`config.mk`:
```
export PLATFORM = sky130hd
export DESIGN_NAME = id_hazard_ctrl
export DESIGN_NICKNAME = d
export VERILOG_FILES = /design/src/rtl/id_hazard_pkg.sv /design/src/rtl/id_hazard_ctrl_scoreboard.sv /design/src/rtl/id_hazard_ctrl.sv
export SDC_FILE = /design/constraint.sdc
export NUM_CORES = 1
export LEC_CHECK = 0
export ABC_AREA = 1
export CORE_MARGIN = 4
export CORE_UTILIZATION = 50
export DETAILED_ROUTE_END_ITERATION = 10
export GPL_TIMING_DRIVEN = 1
export PLACE_DENSITY_LB_ADDON = 0.15
export SLEW_MARGIN = 10
export SYNTH_ARGS = -nofsm -noshare
export SYNTH_HDL_FRONTEND = slang
export SYNTH_SLANG_ARGS = --single-unit
```
`constraint.sdc`:
```
create_clock -name clk -period 3.65 [get_ports clk]
set_input_delay 0.9125 -clock clk [delete_from_list [all_inputs] [get_ports clk]]
set_output_delay 0.9125 -clock clk [all_outputs]
set_load 0.02 [all_outputs]
```
`src/rtl/id_hazard_pkg.sv`:
```
// Shared definitions for the ID-stage hazard controller: opcodes, FSM states,
// scoreboard widths and source-operand decode helpers.
package id_hazard_pkg;

    localparam int unsigned CNT_W   = 2;
    localparam int unsigned FLUSH_W = 2;
    localparam logic [CNT_W-1:0] CNT_MAX = '1;

    localparam logic [6:0] OP     = 7'b0110011;
    localparam logic [6:0] OP_IMM = 7'b0010011;
    localparam logic [6:0] LOAD   = 7'b0000011;
    localparam logic [6:0] STORE  = 7'b0100011;
    localparam logic [6:0] BRANCH = 7'b1100011;
    localparam logic [6:0] JAL    = 7'b1101111;
    localparam logic [6:0] JALR   = 7'b1100111;
    localparam logic [6:0] LUI    = 7'b0110111;
    localparam logic [6:0] AUIPC  = 7'b0010111;
    localparam logic [6:0] SYSTEM = 7'b1110011;

    typedef enum logic [1:0] {
        RUN,
        FLUSH,
        HALT
    } state_e;

    function automatic logic uses_rs1(input logic [6:0] opc);
        case (opc)
            OP, OP_IMM, LOAD, STORE, BRANCH, JALR: return 1'b1;
            JAL, LUI, AUIPC, SYSTEM:               return 1'b0;
            default:                               return 1'b0;
        endcase
    endfunction

    function automatic logic uses_rs2(input logic [6:0] opc);
        case (opc)
            OP, STORE, BRANCH: return 1'b1;
            default:           return 1'b0;
        endcase
    endfunction

endpackage

```
`src/rtl/id_hazard_ctrl_scoreboard.sv`:
```
// Per-register in-flight write counters (x1..x31) with one issue port, one
// retire port and two pending read ports for the ID-stage sources.
module hazard_scoreboard
    import id_hazard_pkg::*;
#(
    parameter bit WB_BYPASS = 1'b1
) (
    input  logic       clk,
    input  logic       rst,
    input  logic       issue_en,
    input  logic [4:0] issue_addr,
    input  logic       retire_en,
    input  logic [4:0] retire_addr,
    input  logic [4:0] rs1_addr,
    input  logic [4:0] rs2_addr,
    output logic       rs1_pending,
    output logic       rs2_pending
);

    logic [31:1][CNT_W-1:0] cnt_q;
    logic [31:1][CNT_W-1:0] cnt_d;

    // A write-through register file makes the last outstanding write visible
    // in the same cycle it retires.
    function automatic logic is_pending(input logic [CNT_W-1:0] cnt, input logic retiring);
        return (cnt != '0) && !(WB_BYPASS && (cnt == CNT_W'(1)) && retiring);
    endfunction

    always_comb begin
        cnt_d = cnt_q;
        for (int unsigned r = 1; r < 32; r++) begin
            if (issue_en && (issue_addr == r[4:0]) && !(retire_en && (retire_addr == r[4:0]))) begin
                if (cnt_q[r[4:0]] != CNT_MAX) begin
                    cnt_d[r[4:0]] = cnt_q[r[4:0]] + CNT_W'(1);
                end
            end else if (retire_en && (retire_addr == r[4:0]) && !(issue_en && (issue_addr == r[4:0]))) begin
                if (cnt_q[r[4:0]] != '0) begin
                    cnt_d[r[4:0]] = cnt_q[r[4:0]] - CNT_W'(1);
                end
            end
        end
    end

    always_ff @(posedge clk or negedge rst) begin
        if (!rst) begin
            cnt_q <= '0;
        end else begin
            cnt_q <= cnt_d;
        end
    end

    always_comb begin
        rs1_pending = 1'b0;
        rs2_pending = 1'b0;
        if (rs1_addr != '0) begin
            rs1_pending = is_pending(cnt_q[rs1_addr], retire_en && (retire_addr == rs1_addr));
        end
        if (rs2_addr != '0) begin
            rs2_pending = is_pending(cnt_q[rs2_addr], retire_en && (retire_addr == rs2_addr));
        end
    end

endmodule

```
`src/rtl/id_hazard_ctrl.sv`:
```
// ID-stage sequencing: RAW stall via scoreboard, post-redirect flush and SYSTEM halt.
// Define ID_HAZARD_STATS_EN to add the stall/flush/halt cycle counter ports.
module id_hazard_ctrl
    import id_hazard_pkg::*;
#(
    parameter int unsigned FLUSH_CYCLES = 1,
    parameter bit          WB_BYPASS    = 1'b1
) (
    input  logic        clk,
    input  logic        rst,
    input  logic        id_valid,
    input  logic [31:0] id_inst,
    input  logic        id_wreg,
    input  logic        jump_valid,
    input  logic [4:0]  wb_rd_addr,
    input  logic        wb_wea,
    input  logic        resume,
    output logic        pc_we,
    output logic        ifid_we,
    output logic        wist,
    output logic        stall,
    output logic        redirect,
    output logic        halted
`ifdef ID_HAZARD_STATS_EN
    ,
    output logic [31:0] stall_cnt,
    output logic [31:0] flush_cnt,
    output logic [31:0] halt_cnt
`endif
);

    localparam logic [FLUSH_W-1:0] FLUSH_LOAD = FLUSH_W'(FLUSH_CYCLES);

    state_e             state_q, state_d;
    logic [FLUSH_W-1:0] fctr_q, fctr_d;
    logic [6:0]         opcode;
    logic [4:0]         rs1, rs2, rd;
    logic               rs1_pend, rs2_pend, src_pending, issue_en;
    logic               unused_inst_bits;

    assign opcode           = id_inst[6:0];
    assign rd               = id_inst[11:7];
    assign rs1              = id_inst[19:15];
    assign rs2              = id_inst[24:20];
    assign unused_inst_bits = ^{id_inst[31:25], id_inst[14:12]};

    hazard_scoreboard #(
        .WB_BYPASS(WB_BYPASS)
    ) u_sb (
        .clk        (clk),
        .rst        (rst),
        .issue_en   (issue_en),
        .issue_addr (rd),
        .retire_en  (wb_wea),
        .retire_addr(wb_rd_addr),
        .rs1_addr   (rs1),
        .rs2_addr   (rs2),
        .rs1_pending(rs1_pend),
        .rs2_pending(rs2_pend)
    );

    // Outputs are forced to their reset values combinationally so they respond
    // to an asserted reset without waiting for a clock edge.
    always_comb begin
        src_pending = (uses_rs1(opcode) && rs1_pend) || (uses_rs2(opcode) && rs2_pend);
        state_d     = state_q;
        fctr_d      = fctr_q;
        pc_we       = 1'b0;
        ifid_we     = 1'b0;
        wist        = 1'b1;
        stall       = 1'b0;
        redirect    = 1'b0;
        halted      = 1'b0;
        if (rst) begin
            case (state_q)
                RUN: begin
                    stall    = id_valid && src_pending;
                    redirect = id_valid && jump_valid && !stall;
                    pc_we    = !stall;
                    ifid_we  = !stall;
                    wist     = !id_valid || stall;
                    if (redirect) begin
                        state_d = FLUSH;
                        fctr_d  = FLUSH_LOAD;
                    end else if (id_valid && !stall && (opcode == SYSTEM)) begin
                        state_d = HALT;
                    end
                end
                FLUSH: begin
                    pc_we   = 1'b1;
                    ifid_we = 1'b1;
                    if ((fctr_q == FLUSH_W'(1)) || (fctr_q == '0)) begin
                        state_d = RUN;
                        fctr_d  = '0;
                    end else begin
                        fctr_d = fctr_q - FLUSH_W'(1);
                    end
                end
                HALT: begin
                    halted = 1'b1;
                    if (resume) begin
                        state_d = RUN;
                    end
                end
                default: state_d = RUN;
            endcase
        end
        issue_en = id_valid && !wist && !stall && id_wreg;
    end

    always_ff @(posedge clk or negedge rst) begin
        if (!rst) begin
            state_q <= RUN;
            fctr_q  <= '0;
        end else begin
            state_q <= state_d;
            fctr_q  <= fctr_d;
        end
    end

`ifdef ID_HAZARD_STATS_EN
    logic [31:0] stall_cnt_q, stall_cnt_d;
    logic [31:0] flush_cnt_q, flush_cnt_d;
    logic [31:0] halt_cnt_q, halt_cnt_d;

    always_comb begin
        stall_cnt_d = stall_cnt_q + 32'(stall);
        flush_cnt_d = flush_cnt_q + 32'(state_q == FLUSH);
        halt_cnt_d  = halt_cnt_q + 32'(state_q == HALT);
    end

    always_ff @(posedge clk or negedge rst) begin
        if (!rst) begin
            stall_cnt_q <= '0;
            flush_cnt_q <= '0;
            halt_cnt_q  <= '0;
        end else begin
            stall_cnt_q <= stall_cnt_d;
            flush_cnt_q <= flush_cnt_d;
            halt_cnt_q  <= halt_cnt_d;
        end
    end

    assign stall_cnt = stall_cnt_q;
    assign flush_cnt = flush_cnt_q;
    assign halt_cnt  = halt_cnt_q;
`endif

endmodule
```
# Yosys cells after proc, flatten, opt, wreduce, memory -nomap -nowiden
# Cells that the tools add are included.
# classes
n_bitwise	0
eq_ne	142
n_shift	0
div_mod_pow	0
n_mux	150
n_lt_le_gt_ge	2
reduce_logical	346
n_mul	0
add_sub_neg	63
# ops
cell	count
2-bit 2-to-1 mux	132
2-bit nonzero test	96
5-bit equality test (second input constant)	32
1-bit logical AND	140
2-bit inequality test (second input constant)	65
3-bit AND reduction	32
5-bit by 4-bit equality test with 1-bit output (second input constant)	16
1-bit zero test	68
2-bit by 1-bit subtractor with 2-bit output (second input constant)	32
2-bit by 1-bit adder with 2-bit output (second input constant)	31
5-bit by 3-bit equality test with 1-bit output (second input constant)	8
7-bit equality test (second input constant)	3
2-bit binary-select mux with 5-bit select	2
5-bit by 2-bit equality test with 1-bit output (second input constant)	4
7-bit by 6-bit equality test with 1-bit output (second input constant)	2
1-bit 2-to-1 mux	13
5-bit by 6-bit less-than comparator with 1-bit output (second input constant)	2
5-bit by 1-bit equality test with 1-bit output (second input constant)	2
5-bit equality test	2
5-bit nonzero test	2
2-bit by 1-bit equality test with 1-bit output (second input constant)	4
7-bit by 2-bit equality test with 1-bit output (second input constant)	1
7-bit by 5-bit equality test with 1-bit output (second input constant)	1
2-bit one-hot mux with 3 select lines	1
9 further kinds	12
# totals
n_memories	0
register_bits	66
mem_bits_ro	0
latchBits	0
out_inout_bits	6
in_bits	44
mem_bits_rw	0
elab_cells	736

# Longest topological paths before layout
# Gate-level depths: netlist (run 1).
# logic_depth
word_depth	22
depth_mapped	19
depth_no_buf	17

# By module
# Synthesis (run 1) repeated with hierarchy kept, for this count alone.
# unflattened
cells_unflattened	878
hier_area_um2	5574.1
# modules_own_cells
mod	area_each_um2	seq_area_each_um2	cells_each	n_inst
hazard_scoreboard	5177.5	1551.5	811	1
id_hazard_ctrl	396.6	100.1	67	1

# Worst setup path before layout (run 1)
# No wires, ideal clock.
# synth_path
path_type	input port to output port
startpoint	in id_inst[15]
endpoint	out pc_we
setup_slack_ns	0.240
t_arrival_ns	2.498
path_buffers	3
path_stages	12
t_required_ns	2.738
cell_sequence	buf_4 buf_2 o211ai_1 nand3_1 nand3_1 nand3_1 nand2_1 nand2_1 nand2_1 nand2_1 a31oi_1 buf_4
# synth_between
elab_chain_len	13
word_cells_on_any_way	17
classes_between	2 x eq/ne; 5 x mux; 10 x reduce/logical
# synth_lines
element	line_no	rtl
start, declared	id_hazard_ctrl.sv:12	input logic [31:0] id_inst,
2-bit binary-select mux with 5-bit select	id_hazard_ctrl_scoreboard.sv:56	rs1_pending = is_pending(cnt_q[rs1_addr], retire_en && (retire_addr == rs1_addr));
2-bit 2-to-1 mux (not written as such)	id_hazard_ctrl_scoreboard.sv:56	
2-bit by 1-bit equality test with 1-bit output	id_hazard_ctrl_scoreboard.sv:26	return (cnt != '0) && !(WB_BYPASS && (cnt == CNT_W'(1)) && retiring);
1-bit logical AND	id_hazard_ctrl_scoreboard.sv:26	
1-bit zero test	id_hazard_ctrl_scoreboard.sv:26	
1-bit logical AND	id_hazard_ctrl_scoreboard.sv:26	
1-bit 2-to-1 mux *	id_hazard_ctrl_scoreboard.sv:55	if (rs1_addr != '0) begin
1-bit logical AND *	id_hazard_ctrl.sv:65	src_pending = (uses_rs1(opcode) && rs1_pend) || (uses_rs2(opcode) && rs2_pend);
1-bit logical OR *	id_hazard_ctrl.sv:65	
1-bit logical AND *	id_hazard_ctrl.sv:77	stall = id_valid && src_pending;
1-bit zero test *	--	
1-bit one-hot mux with 2 select lines *	--	
1-bit 2-to-1 mux *	--	
end, declared	id_hazard_ctrl.sv:18	output logic pc_we,
# Mark *: on every way between the ends. The rest lies on a longest branch, timed or not. The select of a mux whose other input is x is not followed.

# Worst setup path in the final report (run 1)
# layout_path
startpoint	in id_inst[18]
endpoint	out redirect
# layout_between
elab_chain_len	14
word_cells_on_any_way	18
classes_between	2 x eq/ne; 5 x mux; 11 x reduce/logical
# layout_lines
element	line_no	rtl
2-bit binary-select mux with 5-bit select	id_hazard_ctrl_scoreboard.sv:56	
2-bit 2-to-1 mux (not written as such)	id_hazard_ctrl_scoreboard.sv:56	
2-bit by 1-bit equality test with 1-bit output	id_hazard_ctrl_scoreboard.sv:26	
1-bit logical AND	id_hazard_ctrl_scoreboard.sv:26	
1-bit zero test	id_hazard_ctrl_scoreboard.sv:26	
1-bit logical AND	id_hazard_ctrl_scoreboard.sv:26	
1-bit 2-to-1 mux *	id_hazard_ctrl_scoreboard.sv:55	
1-bit logical AND *	id_hazard_ctrl.sv:65	
1-bit logical OR *	id_hazard_ctrl.sv:65	
1-bit logical AND *	id_hazard_ctrl.sv:77	
1-bit zero test *	id_hazard_ctrl.sv:78	redirect = id_valid && jump_valid && !stall;
1-bit logical AND *	id_hazard_ctrl.sv:78	
1-bit 2-to-1 mux *	id_hazard_ctrl.sv:75	case (state_q)
1-bit 2-to-1 mux *	id_hazard_ctrl.sv:74	if (rst) begin
end, declared	id_hazard_ctrl.sv:22	output logic redirect,
# Marked as above.

==> results of run 1 <==
[cell families after synthesis]
family                 share of synthesized area [%]
AND/OR/NAND/NOR                                 42.3
buffers and inverters                           15.4
AO/OA/AOI/OAI                                   13.4
flip-flops                                      28.4
XOR/XNOR                                       0.452
[sequential cells by signal, indices dropped and copies added, names as in the netlist]
register	count
u_sb.cnt_q	62
fctr_q	2
state_q	2
[layout make-up]
type | count | area (um^2) | area share, %
Clock buffer | 14 | 274 | 3.92
Clock inverter | 2 | 10.0 | 0.143
Inverter | 177 | 667 | 9.53
Multi-Input combinational cell | 725 | 3290 | 47.0
Sequential cell | 66 | 1650 | 23.6
Tap cell | 143 | 179 | 2.56
Timing Repair Buffer | 100 | 927 | 13.3
[power by group through the flow]
| stage | Combinational [W] | Clock (W) | Sequential, W |
|---|---|---|---|
| 6_report | 0.000705 | 0.000827 | 0.000850 |
| 5_1_grt | 0.000803 | 0.000886 | 0.000858 |
| 4_1_cts | 0.000696 | 0.000851 | 0.000850 |
| 3_5_place_dp | 0.000686 | 0 | 0.000862 |
| 3_3_place_gp | 0.000680 | 0 | 0.000862 |
| 2_1_floorplan | 0.000465 | 0 | 0.000850 |
[layer usage]
metal / GRT usage [%] / vias to the layer above
met1: 38.5 / 2906
met2: 42.0 / 262
met4: 13.4 / 0
li1: - / 3359
met3: 5.59 / 48
met5: 0 / -
[synthesized netlist by cell type (2+ instances only)]
library cell	instances
nand2_1	299
inv_1	174
nor2_1	112
nand3_1	108
dfrtp_1	66
a21oi_1	59
o21ai_0	50
nand4_1	39
o211ai_1	20
buf_4	14
nor3_1	12
clkbuf_1	9
buf_2	6
buf_6	5
o21ai_1	5
o22ai_1	5
or2_2	4
inv_2	3
buf_1	2
nand2_2	2
xnor2_1	2
[repair_timing]
| item | in CTS | in global routing |
|---|---|---|
| pin swaps | 2 | 0 |
| resized for setup | 37 | 18 |
| endpoints found under the setup margin | 5 | 5 |
| cloned | 1 | 0 |
| buffers inserted | 2 | 3 |
[worst max path at each step]
| stage | to | from | depth (start not counted) |
|---|---|---|---|
| after floorplan | pc_we | id_inst[15] | 12 |
| after global placement | redirect | id_inst[15] | 15 |
| after detailed placement | redirect | id_inst[15] | 15 |
| after CTS | pc_we | id_inst[20] | 14 |
| after global routing | redirect | id_inst[21] | 15 |
| final | redirect | id_inst[18] | 13 |
[critical path, cell delays in order]
cell	delay, ps
clkdlybuf4s50_1	530
inv_2	90
buf_4	140
nand3_1	110
nand3_1	90
nand3_1	80
nand2_1	110
nand2_2	100
nand2_2	70
nor2_2	120
nand3_1	90
inv_1	60
buf_4	130
[through the flow]
step / instance area (um^2) / total power [W] / setup slack (ps) / hold WS (ps) / cells
final: 6990 / 0.00238 / 98.1 / 503 / 1227
after global routing: 6990 / 0.00255 / 0.170 / 541 / 1227
after CTS: 6970 / 0.00240 / 0.291 / 508 / 1224
after detailed placement: 6620 / 0.00155 / -696 / 497 / 1205
after global placement: 6620 / 0.00154 / -673 / 486 / 1205
after floorplan: 5810 / 0.00131 / 240 / 464 / 1004
==> results.yml, run 1 <==
global_route:
  grt_max_degree: 36
  grt.overflow.total: 0
  antenna_found_initial: 0
  grt_usage_pct: 27.9
  grt_pass1_wl_um: 29000
  grt_pass1_vias: 6012
routing:
  drt_wl_total_um: 17900
  top_layer: "met4"
  met2_length_um: 7550
  wl_met1_um: 8130
  wl_per_cell_um: 14.6
  drc: 0
  drtPass1Iterations: 7
  postRouteAntennaNets: 0
  num_vias: 6575
  routed_via_density: 5.36
  wl_met3_um: 1380
  dr.first_iter.drc_count: 577
pwr:
  power_frac_seq_pct: 35.7
  leakage_nw: 3.37
  switching_share_pct: 33.7
  p_sw_w: 0.000803
  ir_drop_mv: 0.217
  power_frac_comb_pct: 29.6
  power_density_nw_per_um2: 341
  clkPwrFrac_pct: 34.7
  internal-power_w: 0.00158
die:
  row_count: 39
  ios: 50
  design.core.area_um2: 11400
  die_h_um: 116
  fp.dieW_um: 116
  die_area_um2: 13400
  start_util_pct: 50.9
worst_hold_path:
  hold_end: "fctr_q[1]"
  min_from: "fctr_q[1]"
  hold_class: "reg -> reg"
  holdPathStages: 2
timing:
  hold_viol: 0
  worst-slew-pin-transition_ps: 636
  rsz0062_at_grt: "false"
  tns_ps: 0
  min_period_over_period_pct: 97.3
  fmax_mhz: 282
  skew_ps: 7.28
  setup_viol: 0
  post-route-min-period_ps: 3550
  max_slew_margin_pct: 57.5
  slew_violations: 0
clocking:
  cts_tree: "built"
  path_clk_slew_ps: 50
  hold_buffers: 0
  cts.sinks: 66
  cts_inserted_buffers: 9
  clock_path_buffers: 2
  clock-root-buffer: "clkbuf_16"
  cts-htree-levels: 3
  clk_latency_ps: 340
finish:
  final_util_pct: 61.3
  drive_gt1_share_pct: 9.41
  nNetsFinal: 1123
  syn2layout_area_growth_pct: 20.3
  n_antenna_cell: 0
  nFillCells: 1137
  mostFrequentLayoutCell: "nand2_1"
  final_cell_mix: "nand2_1 (296), inv_1 (173), nor2_1 (111), nand3_1 (108), dfrtp_1 (66)"
synthesis:
  synth.distinct_cells: 29
  ys_async_sr_fraction_pct: 100
  avgSynthCellArea_um2: 5.79
  yosysSeqAreaShare_pct: 28.4
  ys.flop_type: "dfrtp_1"
  synth_top_area_share_pct: 28.4
  synth_cells: 1004
  yosysTopAreaCell: "dfrtp_1"
  synth_area_leaders: "dfrtp_1 (28%), nand2_1 (19%), inv_1 (11%), nand3_1 (9.3%), nor2_1 (7.2%)"
  syn_area_um2: 5810
  yosysWarnings: 0
  syn-num-nets: 1048
  synth_edf_count: 0
  ys_ff_latch: 66
placed_design:
  numPortBuffers: 39
  gp_congestion: 0.982
  hpwl_um: 13600
worst_setup_path:
  cp_max_fo: 5
  reg2regPathDepth: 16
  critPathLaunchType: "input port"
  r2r_slack_ps: 1350
  crit_required_ps: 2740
  r2r-start: "u_sb.cnt_q[45]"
  path_class: "in -> out"
  arrival_ps: 2640
  cp-end-kind: "primary output"
  worstReg2RegEnd: "u_sb.cnt_q[24]"
run:
  drv_cap: 0
run_status:
  status: "finished clean"
Power figures use the tool's default switching activity.
==> run 2: changes to the inputs <==
--- a/config.mk
+++ b/config.mk
@@ -14,4 +14,5 @@
 export SLEW_MARGIN = 10
 export SYNTH_ARGS = -nofsm -noshare
 export SYNTH_HDL_FRONTEND = slang
+export SYNTH_HIERARCHICAL = 1
 export SYNTH_SLANG_ARGS = --single-unit
==> results.yml, run 2 <==
worst_setup_path:
  r2r-start: "u_sb/cnt_q[28]"
  crit_required_ps: 2740
  r2r_slack_ps: 440
  path_class: "in -> out"
  arrival_ps: 2870
  critPathLaunchType: "input port"
  cp_max_fo: 5
  startpoint: "id_inst[15]"
  worstReg2RegEnd: "u_sb/cnt_q[18]"
  reg2regPathDepth: 25
  cp-end-kind: "primary output"
finish:
  finalNonFillerCells: 1117
  reg_top3: "u_sb/cnt_q: 62 flops, fctr_q: 2 flops, state_q: 2 flops"
  largest_reg_flops: 62
  n_antenna_cell: 0
  drive_gt1_share_pct: 27.9
  fin_area_um2: 7930
  mostFrequentLayoutCell: "nand2_1"
  regMostFlops: "u_sb/cnt_q"
  nNetsFinal: 1047
  final_cell_mix: "nand2_1 (212), nor2_1 (145), inv_1 (87), dfrtp_1 (66), nand3_1 (61)"
  syn2layout_area_growth_pct: 42.3
placed_design:
  gp_congestion: 1.04
  hpwl_um: 15300
  placed_cells: 1082
  numPortBuffers: 39
  placed_area_um2: 6380
  dp_slack_ps: -980
global_route:
  grt.overflow.total: 0
  grt_max_degree: 68
  grt_usage_pct: 31.6
  grt_pass1_vias: 6253
  antenna_found_initial: 0
  grt_pass1_wl_um: 31700
timing:
  fmax_mhz: 265
  post-route-min-period_ps: 3780
  setup_viol: 4
  hold_viol: 0
  skew_ps: 7.64
  worst-slew-pin-transition_ps: 877
  tns_ps: -340
  max_slew_margin_pct: 41.5
  rsz0062_at_grt: "true"
  slew_violations: 0
  min_period_over_period_pct: 104
  setup_ws_ps: -130
synthesis:
  yosysTopAreaCell: "dfrtp_1"
  synth_edf_count: 0
  ys.flop_type: "dfrtp_1"
  synth_top_cells_by_count: "nand2_1 (224), nor2_1 (189), inv_1 (92)"
  yosysSeqAreaShare_pct: 29.6
  synth_area_leaders: "dfrtp_1 (30%), nand2_1 (15%), nor2_1 (13%), nand3_1 (7.4%), ha_1 (7.0%)"
  ys_ff_latch: 66
  yosysMostFrequentCell: "nand2_1"
  synth.distinct_cells: 37
  syn_area_um2: 5570
  avgSynthCellArea_um2: 6.35
  ys_async_sr_fraction_pct: 100
  synth_cells: 878
  syn-num-nets: 953
  synth_top_area_share_pct: 29.6
  yosysWarnings: 6
routing:
  drtPass1Iterations: 5
  routed_via_density: 5.93
  drt_wl_total_um: 21400
  wl_per_cell_um: 19.1
  drc: 0
  dr.first_iter.drc_count: 584
  num_vias: 6627
  postRouteAntennaNets: 0
run_status:
  status: "complete, but fails checks"
  violations: "setup timing"
pwr:
  internal-power_w: 0.00124
  power_frac_seq_pct: 41.2
  clkPwrFrac_pct: 32.5
  power_frac_comb_pct: 26.3
  switching_share_pct: 33.1
  p_sw_w: 0.000615
  leakage_nw: 3.27
  ir_drop_mv: 0.213
  power_density_nw_per_um2: 234
  p_total_w: 0.00186
clocking:
  cts_tree: "built"
  clock_path_buffers: 2
  cts-htree-levels: 3
  clock-root-buffer: "clkbuf_8"
  path_clk_slew_ps: 70
  clk_latency_ps: 360
  cts_inserted_buffers: 9
  cts.sinks: 66
die:
  ios: 50
  die_area_um2: 12900
  die_h_um: 114
  row_count: 38
  fp.dieW_um: 114
  start_util_pct: 51.2
  design.core.area_um2: 10900
run:
  drv_cap: 0
worst_hold_path:
  hold_class: "reg -> reg"
  min_from: "fctr_q[0]"
  hold_end: "fctr_q[0]"
  holdPathStages: 2
run 2: cell types whose count changed in the layout (fill, tap and decap cells not counted), moves of 24 or more:
cell	before	now
a21oi_1	59	35
ha_4	0	26
inv_1	173	87
nand2_1	296	212
nand3_1	108	61
nand4_1	39	4
nor2_1	111	145
nor2_4	1	27
o21ai_0	50	14
run 2: power by group through the flow:
| stage | registers [W] | clock network, W | logic [W] |
|---|---|---|---|
| 2_1_floorplan | 0.000775 | 0 | 0.000216 |
| 3_3_place_gp | 0.000778 | 0 | 0.000378 |
| 3_5_place_dp | 0.000779 | 0 | 0.000386 |
| 4_1_cts | 0.000765 | 0.000621 | 0.000428 |
| 5_1_grt | 0.000768 | 0.000660 | 0.000525 |
| 6_report | 0.000765 | 0.000604 | 0.000489 |
run 2: how the worst max path moves through the flow:
stage                               end
after CTS                         stall
after floorplan           u_sb/cnt_q[5]
after global placement            stall
after detailed placement          stall
after global routing              stall
final                             stall
run 2: kinds of logic (layout without fill, tap and decap cells):
group | count (synthesis) | in the layout | share of synthesized area [%]
AOI/OAI and AO/OA | 140 | 140 | 15.1
adders and majority gates | 31 | 31 | 6.96
buffers and inverters | 124 | 223 | 10.1
DFF | 66 | 66 | 29.6
and+or+nand+nor | 517 | 517 | 38.2
run 2: per-stage QoR:
step	hold slack, ps	util (%)
floorplan	449	-
global placement	466	58.6
detailed placement	494	58.6
CTS	511	63.7
global route	544	72.8
finish	510	72.8
run 2: timing repair:
action,in CTS,in global routing
endpoints found under the setup margin,67,67
hold buffers,0,0
pin swaps,41,77
buffers inserted,7,8
gates cloned,4,0
resized for setup,120,218
run 2: final cells by class:
type                            instances  area (um^2)
Fill cell                             861         2960
Inverter                              100          405
Clock buffer                           12          165
Timing Repair Buffer                  107         1120
Tap cell                              140          175
Clock inverter                          4         25.0
Multi-Input combinational cell        688         4390
Sequential cell                        66         1650
run 2: critical path, stage by stage:
cell and delay [ps]:
buf_12 110, buf_12 140, inv_12 80, buf_12 130, nand2_2 50, nand3_2 60, nand3_1 70, nand2_1 80
nand3_2 80, nand2_1 80, nand2_1 60, nand2_1 60, inv_1 40, nand2_2 70, buf_4 100, inv_1 30
nand2_1 70, nand3_2 100, nand3b_1 230, nor3_2 150, buf_4 170
run 2: layer usage:
layer | up-vias | track usage [%] | routed length (um)
met5 | - | 0 | 0
met4 | 0 | 15.7 | 1240
met3 | 92 | 5.09 | 1680
met2 | 329 | 51.3 | 10200
met1 | 3141 | 40.8 | 8230
li1 | 3065 | - | -
==> run 3: changes to the inputs <==
--- a/config.mk
+++ b/config.mk
@@ -6,6 +6,7 @@
 export NUM_CORES = 1
 export LEC_CHECK = 0
 export ABC_AREA = 1
+export CORE_ASPECT_RATIO = 1.5
 export CORE_MARGIN = 4
 export CORE_UTILIZATION = 50
 export DETAILED_ROUTE_END_ITERATION = 10
==> results.yml, run 3 (synthesis results as in run 2) <==
die:
  fp.dieW_um: 94.2
  die_h_um: 137
  ios: 50
  row_count: 47
  die_area_um2: 12900
  design.core.area_um2: 11000
  start_util_pct: 50.7
worst_hold_path:
  hold_class: "reg -> reg"
routing:
  wl_per_cell_um: 19.0
  drtPass1Iterations: 6
  num_vias: 6615
  drc: 0
  postRouteAntennaNets: 0
  routed_via_density: 5.83
  dr.first_iter.drc_count: 565
  drt_wl_total_um: 21600
worst_setup_path:
  worst_path_most_repeated_cell: "nand3_2"
  path_class: "in -> out"
  cp_max_fo: 5
  cp-end-kind: "primary output"
  arrival_ps: 2860
  cp_top_family: "simple AND/OR/NAND/NOR gates"
  critPathLaunchType: "input port"
  crit_required_ps: 2740
  cpPeakStageDelay_ps: 230
  critPathBufInv: 4
  slowest_stage: "nand3b_1"
  worstPathCellList: "buf_8 -> buf_12 -> nor2_4 -> buf_12 -> nand2_1 -> nand4_1 -> nand3_2 -> nand3_2 -> nand2_1 -> nand2_2 -> nand3_2 -> nand2_2 -> nand3_2 -> nand3b_1 -> nor3_2 -> buf_4"
global_route:
  antenna_found_initial: 0
  met3_usage_pct: 4.37
  grt_pass1_vias: 6140
  grt.overflow.total: 0
  met1_usage_pct: 37.9
  grt_max_degree: 45
  grt_pass1_wl_um: 31000
  grt.busiest_layer: "met2"
  grt_usage_pct: 31.5
  use_met2_pct: 53.4
placed_design:
  hpwl_um: 14600
  dp_slack_ps: -926
  placed_area_um2: 6440
  gp_congestion: 0.925
  numPortBuffers: 39
clocking:
  clock-root-buffer: "clkbuf_16"
  path_clk_slew_ps: 60
  cts-htree-levels: 3
  cts.sinks: 66
  clock_path_buffers: 2
  cts_inserted_buffers: 9
  cts_tree: "built"
  clk_latency_ps: 340
finish:
  n_antenna_cell: 0
  largest_reg_flops: 62
  syn2layout_area_growth_pct: 50.4
  final_cell_mix: "nand2_1 (211), nor2_1 (129), inv_1 (87), dfrtp_1 (66), buf_4 (51)"
  multi_input_area_um2: 4520
  nFillCells: 810
  nNetsFinal: 1058
  drive_gt1_share_pct: 31.2
  mostFrequentLayoutCell: "nand2_1"
  reg_top3: "u_sb/cnt_q: 62 flops, fctr_q: 2 flops, state_q: 2 flops"
  fin_area_um2: 8380
  regMostFlops: "u_sb/cnt_q"
  regArea_um2: 1650
  final_util_pct: 76.2
run_status:
  status: "complete, but fails checks"
  violations: "setup timing"
timing:
  skew_ps: 6.46
  rsz0062_at_grt: "true"
  hold_viol: 0
  max_slew_margin_pct: 55.3
  tns_ps: -324
  min_period_over_period_pct: 103
  setup_viol: 7
  worst-slew-pin-transition_ps: 670
  slew_violations: 0
  post-route-min-period_ps: 3770
  setup_ws_ps: -119
  fmax_mhz: 265
pwr:
  leakage_nw: 3.49
  power_density_nw_per_um2: 262
  p_total_w: 0.00220
  ir_drop_mv: 0.231
  internal-power_w: 0.00155
  p_sw_w: 0.000653
  power_frac_seq_pct: 34.8
  switching_share_pct: 29.7
  power_frac_comb_pct: 23.7
  clkPwrFrac_pct: 41.4
run:
  drv_cap: 0
==> run 3: cell count changes in the layout (fill, tap and decap cells not counted), moves of 4 or more <==
cell       change
nor2_1        -16
nand3_1       -14
nand3_2       +14
nor2_4        +11
clkbuf_16     +10
clkbuf_8       -9
nor2_2         +6
o21ai_2        +5
o31ai_1        +5
buf_4          +4
ha_4           +4
==> run 3: layout make-up <==
| type | count | share of cell area, % |
|---|---|---|
| Multi-Input combinational cell | 689 | 54.0 |
| Sequential cell | 66 | 19.7 |
| Timing Repair Buffer | 116 | 15.5 |
| Inverter | 100 | 4.87 |
| Clock buffer | 13 | 3.22 |
| Tap cell | 147 | 2.19 |
| Clock inverter | 2 | 0.418 |
| Timing Repair inverter | 1 | 0.104 |
==> run 3: layer usage <==
metal  vias to the layer above  wire [um]
met1                      3097       8030
met5                         -          0
met4                         0       1320
met3                        97       1550
li1                       3094          -
met2                       327      10700
==> run 3: power by group through the flow <==
stage,registers (W),logic [W],clock network [W]
6_report,0.000766,0.000522,0.000911
5_1_grt,0.000769,0.000555,0.000955
4_1_cts,0.000766,0.000458,0.000917
3_5_place_dp,0.000779,0.000395,0
3_3_place_gp,0.000778,0.000387,0
2_1_floorplan,0.000775,0.000216,0
==> run 3: per-stage QoR <==
stage / std cells / hold WS [ps]
2_1_floorplan: 878 / 449
3_3_place_gp: 1091 / 460
3_5_place_dp: 1091 / 476
4_1_cts: 1119 / 487
5_1_grt: 1134 / 543
6_report: 1134 / 512
==> run 3: timing repair <==
action	4_1_cts	5_1_grt
pin swaps	35	97
gates cloned	8	1
gates resized for setup	130	238
buffers inserted	6	14
hold buffers	0	0
setup endpoints to repair	67	67
==> run 3: final timing paths <==
kind	start	to	slack, ps	depth (start not counted)
min in group asynchronous	rst	u_sb/cnt_q[14]	570	2
min reg2reg	fctr_q[0]	fctr_q[0]	510	2
max	id_inst[21]	stall	-120	16
max in group asynchronous	rst	u_sb/cnt_q[55]	2120	3
max reg2reg	u_sb/cnt_q[39]	u_sb/cnt_q[40]	380	24
min	fctr_q[0]	fctr_q[0]	510	2
==> run 3: worst min-delay path, stage by stage (launching register included) <==
cell     delay (ps)
dfrtp_1         370
nand2_1          60
nand2_1          50
